$ cat config.mk
export PLATFORM = sky130hd
export DESIGN_NAME = msk_tweakey_sched
export DESIGN_NICKNAME = d
export VERILOG_FILES = /design/src/rtl/msk_skinny_pkg.sv /design/src/rtl/msk_tk_word_update.sv /design/src/rtl/msk_tweakey_sched.sv
export SDC_FILE = /design/constraint.sdc
export NUM_CORES = 1
export LEC_CHECK = 0
export CORE_MARGIN = 1.5
export CORE_UTILIZATION = 35
export DETAILED_ROUTE_END_ITERATION = 8
export GPL_ROUTABILITY_DRIVEN = 0
export REMOVE_ABC_BUFFERS = 1
export SYNTH_ARGS = -nofsm -noshare
export SYNTH_HDL_FRONTEND = slang
export SYNTH_SLANG_ARGS = --single-unit
$ cat constraint.sdc
create_clock -name clk -period 5.1 [get_ports clk]
set_input_delay 1.53 -clock clk [delete_from_list [all_inputs] [get_ports clk]]
set_output_delay 1.53 -clock clk [all_outputs]
set_load 0.03 [all_outputs]
$ cat src/rtl/msk_skinny_pkg.sv
// Shared constants and types for the masked SKINNY-128 tweakey schedule.
// Holds the cell permutation, cell geometry, round defaults and FSM state type.
package msk_skinny_pkg;

   localparam int CELL_W  = 8;
   localparam int N_CELLS = 16;

   // New cell i takes old cell PT[i]; cell 0 is the most significant byte.
   localparam logic [3:0] PT [N_CELLS] = '{
      4'd9, 4'd15, 4'd8, 4'd13, 4'd10, 4'd14, 4'd12, 4'd11,
      4'd0, 4'd1,  4'd2, 4'd3,  4'd4,  4'd5,  4'd6,  4'd7
   };

   localparam int ROUNDS_Z1 = 40;
   localparam int ROUNDS_Z2 = 48;
   localparam int ROUNDS_Z3 = 56;

   typedef enum logic [0:0] {
      ST_IDLE = 1'b0,
      ST_RUN  = 1'b1
   } state_t;

   typedef enum logic [1:0] {
      LFSR_NONE = 2'd0,
      LFSR_TK2  = 2'd1,
      LFSR_TK3  = 2'd2
   } lfsr_mode_t;

   function automatic lfsr_mode_t word_mode(input int w);
      lfsr_mode_t m;
      case (w)
         0:       m = LFSR_NONE;
         1:       m = LFSR_TK2;
         2:       m = LFSR_TK3;
         default: m = LFSR_NONE;
      endcase
      return m;
   endfunction

endpackage

$ cat src/rtl/msk_tk_word_update.sv
// One round of the tweakey update on a single shared word: cell permutation
// followed by the row LFSR on cells 0..7. Pure wiring and per-share XORs.
module msk_tk_word_update
   import msk_skinny_pkg::*;
#(
   parameter int         D    = 2,
   parameter lfsr_mode_t MODE = LFSR_NONE
) (
   input  logic [128*D-1:0] word_in,
   output logic [128*D-1:0] word_out
);

   for (genvar s = 0; s < D; s++) begin : g_share
      for (genvar c = 0; c < N_CELLS; c++) begin : g_cell
         localparam int SRC = int'(PT[c]);
         logic [CELL_W-1:0] perm_s;
         logic [CELL_W-1:0] new_s;

         // Unshared bit j of share s lives at j*D+s.
         for (genvar b = 0; b < CELL_W; b++) begin : g_bit
            assign perm_s[b] = word_in[((N_CELLS-1-SRC)*CELL_W + b)*D + s];
            assign word_out[((N_CELLS-1-c)*CELL_W + b)*D + s] = new_s[b];
         end

         if (c < 8 && MODE == LFSR_TK2) begin : g_tk2
            assign new_s = {perm_s[6:0], perm_s[7] ^ perm_s[5]};
         end else if (c < 8 && MODE == LFSR_TK3) begin : g_tk3
            assign new_s = {perm_s[0] ^ perm_s[6], perm_s[7:1]};
         end else begin : g_pass
            assign new_s = perm_s;
         end
      end
   end

endmodule

$ cat src/rtl/msk_tweakey_sched.sv
// Masked SKINNY-128 tweakey schedule: holds Z shared tweakey words, advances
// them one round per step and exposes the shared 64-bit round key.
module msk_tweakey_sched
   import msk_skinny_pkg::*;
#(
   parameter int D      = 2,
   parameter int Z      = 1,
   parameter int ROUNDS = ROUNDS_Z1
) (
   input  logic               clk,
   input  logic               rst,
   input  logic               start,
   input  logic [128*Z*D-1:0] tk_in,
   input  logic               step,
   output logic [64*D-1:0]    rk_out,
   output logic               rk_valid,
   output logic [5:0]         round_idx,
   output logic               busy,
   output logic               done
);

   localparam int         WORD_W     = 128 * D;
   localparam int         RK_W       = 64 * D;
   localparam logic [5:0] LAST_ROUND = 6'(ROUNDS - 1);

   state_t              state_r;
   logic [WORD_W*Z-1:0] tk_r;
   logic [WORD_W*Z-1:0] tk_next_s;
   logic [5:0]          round_r;
   logic                done_r;
   logic [RK_W-1:0]     rk_s;

   for (genvar w = 0; w < Z; w++) begin : g_word
      msk_tk_word_update #(
         .D    (D),
         .MODE (word_mode(w))
      ) u_update (
         .word_in  (tk_r[WORD_W*w +: WORD_W]),
         .word_out (tk_next_s[WORD_W*w +: WORD_W])
      );
   end

   // Round key: upper half (cells 0..7) of every word, XORed share by share.
   always_comb begin
      rk_s = '0;
      for (int w = 0; w < Z; w++) begin
         rk_s = rk_s ^ tk_r[WORD_W*w + RK_W +: RK_W];
      end
   end

   // Run control, round counter and tweakey state.
   always_ff @(posedge clk) begin
      if (rst) begin
         state_r <= ST_IDLE;
         tk_r    <= '0;
         round_r <= 6'd0;
         done_r  <= 1'b0;
      end else begin
         done_r <= 1'b0;
         case (state_r)
            ST_IDLE: begin
               if (start) begin
                  tk_r    <= tk_in;
                  round_r <= 6'd0;
                  state_r <= ST_RUN;
               end else begin
                  state_r <= ST_IDLE;
               end
            end
            ST_RUN: begin
               if (start) begin
                  tk_r    <= tk_in;
                  round_r <= 6'd0;
               end else if (step) begin
                  // The last key is consumed without advancing the state.
                  if (round_r == LAST_ROUND) begin
                     state_r <= ST_IDLE;
                     done_r  <= 1'b1;
                  end else begin
                     tk_r    <= tk_next_s;
                     round_r <= round_r + 6'd1;
                  end
               end else begin
                  state_r <= ST_RUN;
               end
            end
            default: begin
               state_r <= ST_IDLE;
            end
         endcase
      end
   end

   assign rk_out    = rk_s;
   assign rk_valid  = (state_r == ST_RUN);
   assign busy      = (state_r == ST_RUN);
   assign round_idx = round_r;
   assign done      = done_r;

endmodule
* Word level (Yosys, flattened, before mapping) *
Cells that the tools add are included.

cells by class
  mux-type cells = 16
  bitwise gates (word level) = 2
  $add $sub $neg = 1
  equal/unequal tests = 4
  reduce and logical (&&, ||, !) cells = 2

operators with widths
  kind                                                            count
  256-bit two-way mux                                             4
  256-bit one-hot mux with 2 select lines                         1
  6-bit two-way mux                                               4
  6-bit one-hot mux with 2 select lines                           1
  6-bit by 1-bit adder with 6-bit output (second input constant)  1
  6-bit equality test (second input constant)                     1
  3-bit inequality test (second input constant)                   2
  1-bit two-way mux                                               5
  4-bit OR reduction                                              1
  3-bit AND reduction                                             1
  2-bit inequality test (second input constant)                   1
  1-bit inverter                                                  2
  1-bit one-hot mux with 2 select lines                           1

storage, ports and cells
  input bits = 260
  flip-flop bits (word level) = 264

* Longest topological paths before layout *
  depth after elaboration = 5
  depth in mapped cells = 6
  gate-level depth less buffers = 4

* Cells and area by module *
Synthesis repeated with hierarchy kept, for this count alone.

unflattened totals
  cells, all modules = 1,566
  area total of the unflattened synthesis = 14,562.7 um^2

modules (own cells, without submodules)
  module              area an instance (um^2)  cells each  instances
  msk_tweakey_sched   12,640.9                 1,310       1
  msk_tk_word_update  1,921.8                  256         1

* Worst setup path before layout *
Ideal clock, no wire load.

  path type = input-to-reg
  start point = in step
  end point = reg tk_r[189]
  library setup time = 138 ps
  stages on the path = 5
  path buffers = 2
  slack = 2,433 ps
  data required time = 4,962 ps
  arrival = 2,530 ps
  cells stage by stage = a21oi_1 > a41oi_2 > buf_2 > clkbuf_1 > a211oi_1

on the way
  cells in the longest elaborated chain, start to end = 2

ends and longest elaborated chain
  element                          RTL line                 RTL
  start, declared                  msk_tweakey_sched.sv:14  input logic step,
  3-bit inequality test (no line)  -
  3-bit AND reduction (no line)    -
  end signal, assigned             msk_tweakey_sched.sv:63  tk_r <= tk_in;
  end signal, assigned             msk_tweakey_sched.sv:72  tk_r <= tk_in;
  end signal, assigned             msk_tweakey_sched.sv:80  tk_r <= tk_next_s;
  end, declared                    msk_tweakey_sched.sv:27  logic [WORD_W*Z-1:0] tk_r;

No other way between the ends.
A chain may end at the register's enable or synchronous reset.

* Final worst setup path *
  start point = reg state_r, in the netlist busy
  end point = out busy

RTL lines
  element                 RTL line                 RTL
  start, declared         msk_tweakey_sched.sv:26  state_t state_r;
  start signal, assigned  msk_tweakey_sched.sv:54  state_r <= ST_IDLE;
  start signal, assigned  msk_tweakey_sched.sv:65  state_r <= ST_RUN;
  start signal, assigned  msk_tweakey_sched.sv:67  state_r <= ST_IDLE;
  end, declared           msk_tweakey_sched.sv:18  output logic busy,

No word-level cell between the ends.

==> results.cfg <==
[status]
status = finished clean

[global_routing]
overflow = 0
first_global_vias = 9368
antenna_found_initial = 2
grt_start_max_net_pins = 163
grt_pass1_wl_um = 50930
grt_util_all_layers_pct = 17.26

[routing]
detail-route-antenna-nets = 0
drt_iter0_markers = 375
drt_wl_total_um = 33280
via_per_inst = 4.877
num_vias = 9680
dr.pass1.iters = 4
drt_drc_violations_left = 0
routedWlPerCell_um = 16.77

[final_layout]
final_nets = 1769
syn2layout_area_growth_pct = 33.86
layout-drive-gt1-share_pct = 3.990
finish.instance_area_um2 = 16640

[power]
totalPowerFinal_uw = 5506
seqPwrFrac_pct = 42.8
power_density_nw_per_um2 = 330.8
power_switching_share_pct = 27.20
pwr-share-comb_pct = 19.6
power.leakage_uw = 0.007499
clkPwrFrac_pct = 37.6
vdd.ir_drop.worst_v = 0.0002509
p_sw_uw = 1498
internal_power_uw = 4009

[die]
die_x_um = 191.5
start_util_pct = 35.73
rows = 68
dieArea_um2 = 36670
io_pins = 397
die_y_um = 191.5
fp.coreArea_um2 = 34800

[job]
maxCapViolations = 0

[synth]
yosys_most_used_dff = dfxtp_1
synth-simple-area-share_pct = 8.553
synth_top_area_share_pct = 42.50
synth-edff-count = 0
synth_cell_types = 23
syn_area_per_cell_um2 = 9.492
synth_top_family_by_area = multiplexers
ys_ff_latch = 264
synthAdderAreaFrac_pct = 0.1006
synth_compound_area_share_pct = 15.94
yosysWarnings = 0
synth_cells = 1310
synth_most_common_cell = dfxtp_1
yosysSeqAreaShare_pct = 42.50
yosysTopAreaCell = dfxtp_1
syn_area_um2 = 12430
synth_area_leaders = dfxtp_1, mux2i_1, a211oi_1
synth_xor_area_share_pct = 0.1409
synthTopCellsByCount = dfxtp_1, nor2_1, a211oi_1, mux2i_1, buf_4
postSynth.asyncResetShare_pct = 0
synth.area.mux_share_pct = 20.69

[placed_design]
port-buffer-count = 396
dp.final_hpwl_um = 22860
placed_area_um2 = 15690

[worst_hold_path]
hp-class = register to register

[timing]
rsz0062_at_grt = no
skew_ns = 0.008405
finalSetupTns_ns = 0
slew_headroom_pct = 43.35
maxSlewViolCount = 0
hold_viol_final = 0
fin_crit_sh_pct = 65.64
maxClockFrequency_mhz = 298.7
period_minus_slack_ns = 3.348
tightest_slew_ns = 0.8498
hold_slack_ns = 0.4946
setup_viol = 0

[clock_tree]
htree_levels = 1
numCtsBuffers = 31
cts_sinks = 264
post_cts_resize_count = 0
path_clk_slew_ns = 0.06
clock_latency_ns = 0.54
cts.path.max_buffers = 3
cts_tree = yes
cts.root.buffer_cell = clkbuf_16
postCtsSetupRepairBufs = 0
holdBufCountCts = 0

[worst_setup_path]
critPathTopFamily = buffers and inverters
crit_arrival_ns = 1.82
crit_path_max_fanout = 7
max_stage_delay_ns = 0.74
cp_cell_sequence = clkdlybuf4s50_1
critPathLaunchType = register
criticalPathCategory = register to output port
cp-end-kind = output port
required_ns = 3.57
cp_num_buf_inv = 1
crit_path_top_delay_cell = clkdlybuf4s50_1
-- per-layer routing --
metal / share of wire (%) / track usage (%) / wire [µm] / vias to the layer above
met3: 7.8 / 5.122 / 2598 / 40
met2: 46 / 28.53 / 15260 / 276
met5: 0.045 / 0 / 15 / -
met1: 44 / 22.03 / 14710 / 4381
met4: 2.1 / 3.996 / 695 / 2
li1: - / - / - / 4981
-- power groups by stage --
stage / combinational [µW] / clock [µW] / sequential, µW
after floorplan: 647 / 0 / 2550
after global placement: 1070 / 0 / 2400
after detailed placement: 1080 / 0 / 2400
after CTS: 1090 / 2140 / 2360
after global routing: 1170 / 2230 / 2380
final: 1080 / 2070 / 2360
-- cell families after synthesis --
kind of cell	after synthesis
multiplexers	257
adder cells (fa/ha/maj)	1
buffers and inverters	246
XOR/XNOR	2
AO/OA/AOI/OAI	265
flip-flops	264
AND/OR/NAND/NOR	275
-- worst reg2reg max path, stage by stage (launching register included) --
cell	delay, ns
dfxtp_1	0.53
a21oi_1	0.26
a41oi_4	0.41
buf_12	0.52
nor2_1	0.19
a211oi_1	0.26
-- area by class of cell --
class                      count  area (µm²)
fill                        3361       18150
multi-input combinational    800        5667
sequential                   264        5285
timing repair buffer         409        4165
clock buffer                  48       889.6
tap                          455       569.3
clock inverter                 6       58.81
inverter                       2       7.507
antenna                        1       2.502
-- cell usage in the layout (no fill, tap or decap), types with 2 or more instances in the layout --
| cell type | instances |
|---|---|
| buf_4 | 5 |
| mux2i_1 | 257 |
| o21ai_0 | 2 |
| xnor2_1 | 2 |
| buf_12 | 8 |
| inv_1 | 2 |
| nor2_1 | 260 |
| nor3_1 | 3 |
| clkbuf_8 | 6 |
| clkdlybuf4s50_1 | 395 |
| nand3_1 | 4 |
| a21oi_1 | 4 |
| dfxtp_1 | 264 |
| nand2_1 | 2 |
| clkbuf_1 | 12 |
| a211oi_1 | 257 |
| clkbuf_16 | 31 |
| clkinv_2 | 4 |
-- per-stage QoR --
step / util [%] / std cells / setup WS (ns)
after floorplan: - / 1066 / -8.074
after detailed placement: 45.10 / 1930 / 1.409
final: 47.83 / 1985 / 1.752
after global placement: 45.10 / 1930 / 1.407
after global routing: 47.83 / 1985 / 1.697
after CTS: 47.82 / 1984 / 1.721
-- sequential cells by signal, summed over array words and instances, names as in the netlist --
signal	cells
tk_r	256
round_idx	6
done	1
busy	1
-- final timing paths --
path	from	to	slack (ns)	cells after the start
worst min-delay path	tk_r[127]	tk_r[127]	0.49	2
worst max-delay path	busy	busy	1.75	1
worst max register to register	busy	tk_r[110]	2.84	5
worst min register to register	tk_r[127]	tk_r[127]	0.49	2
Power figures use the tool's default switching activity.
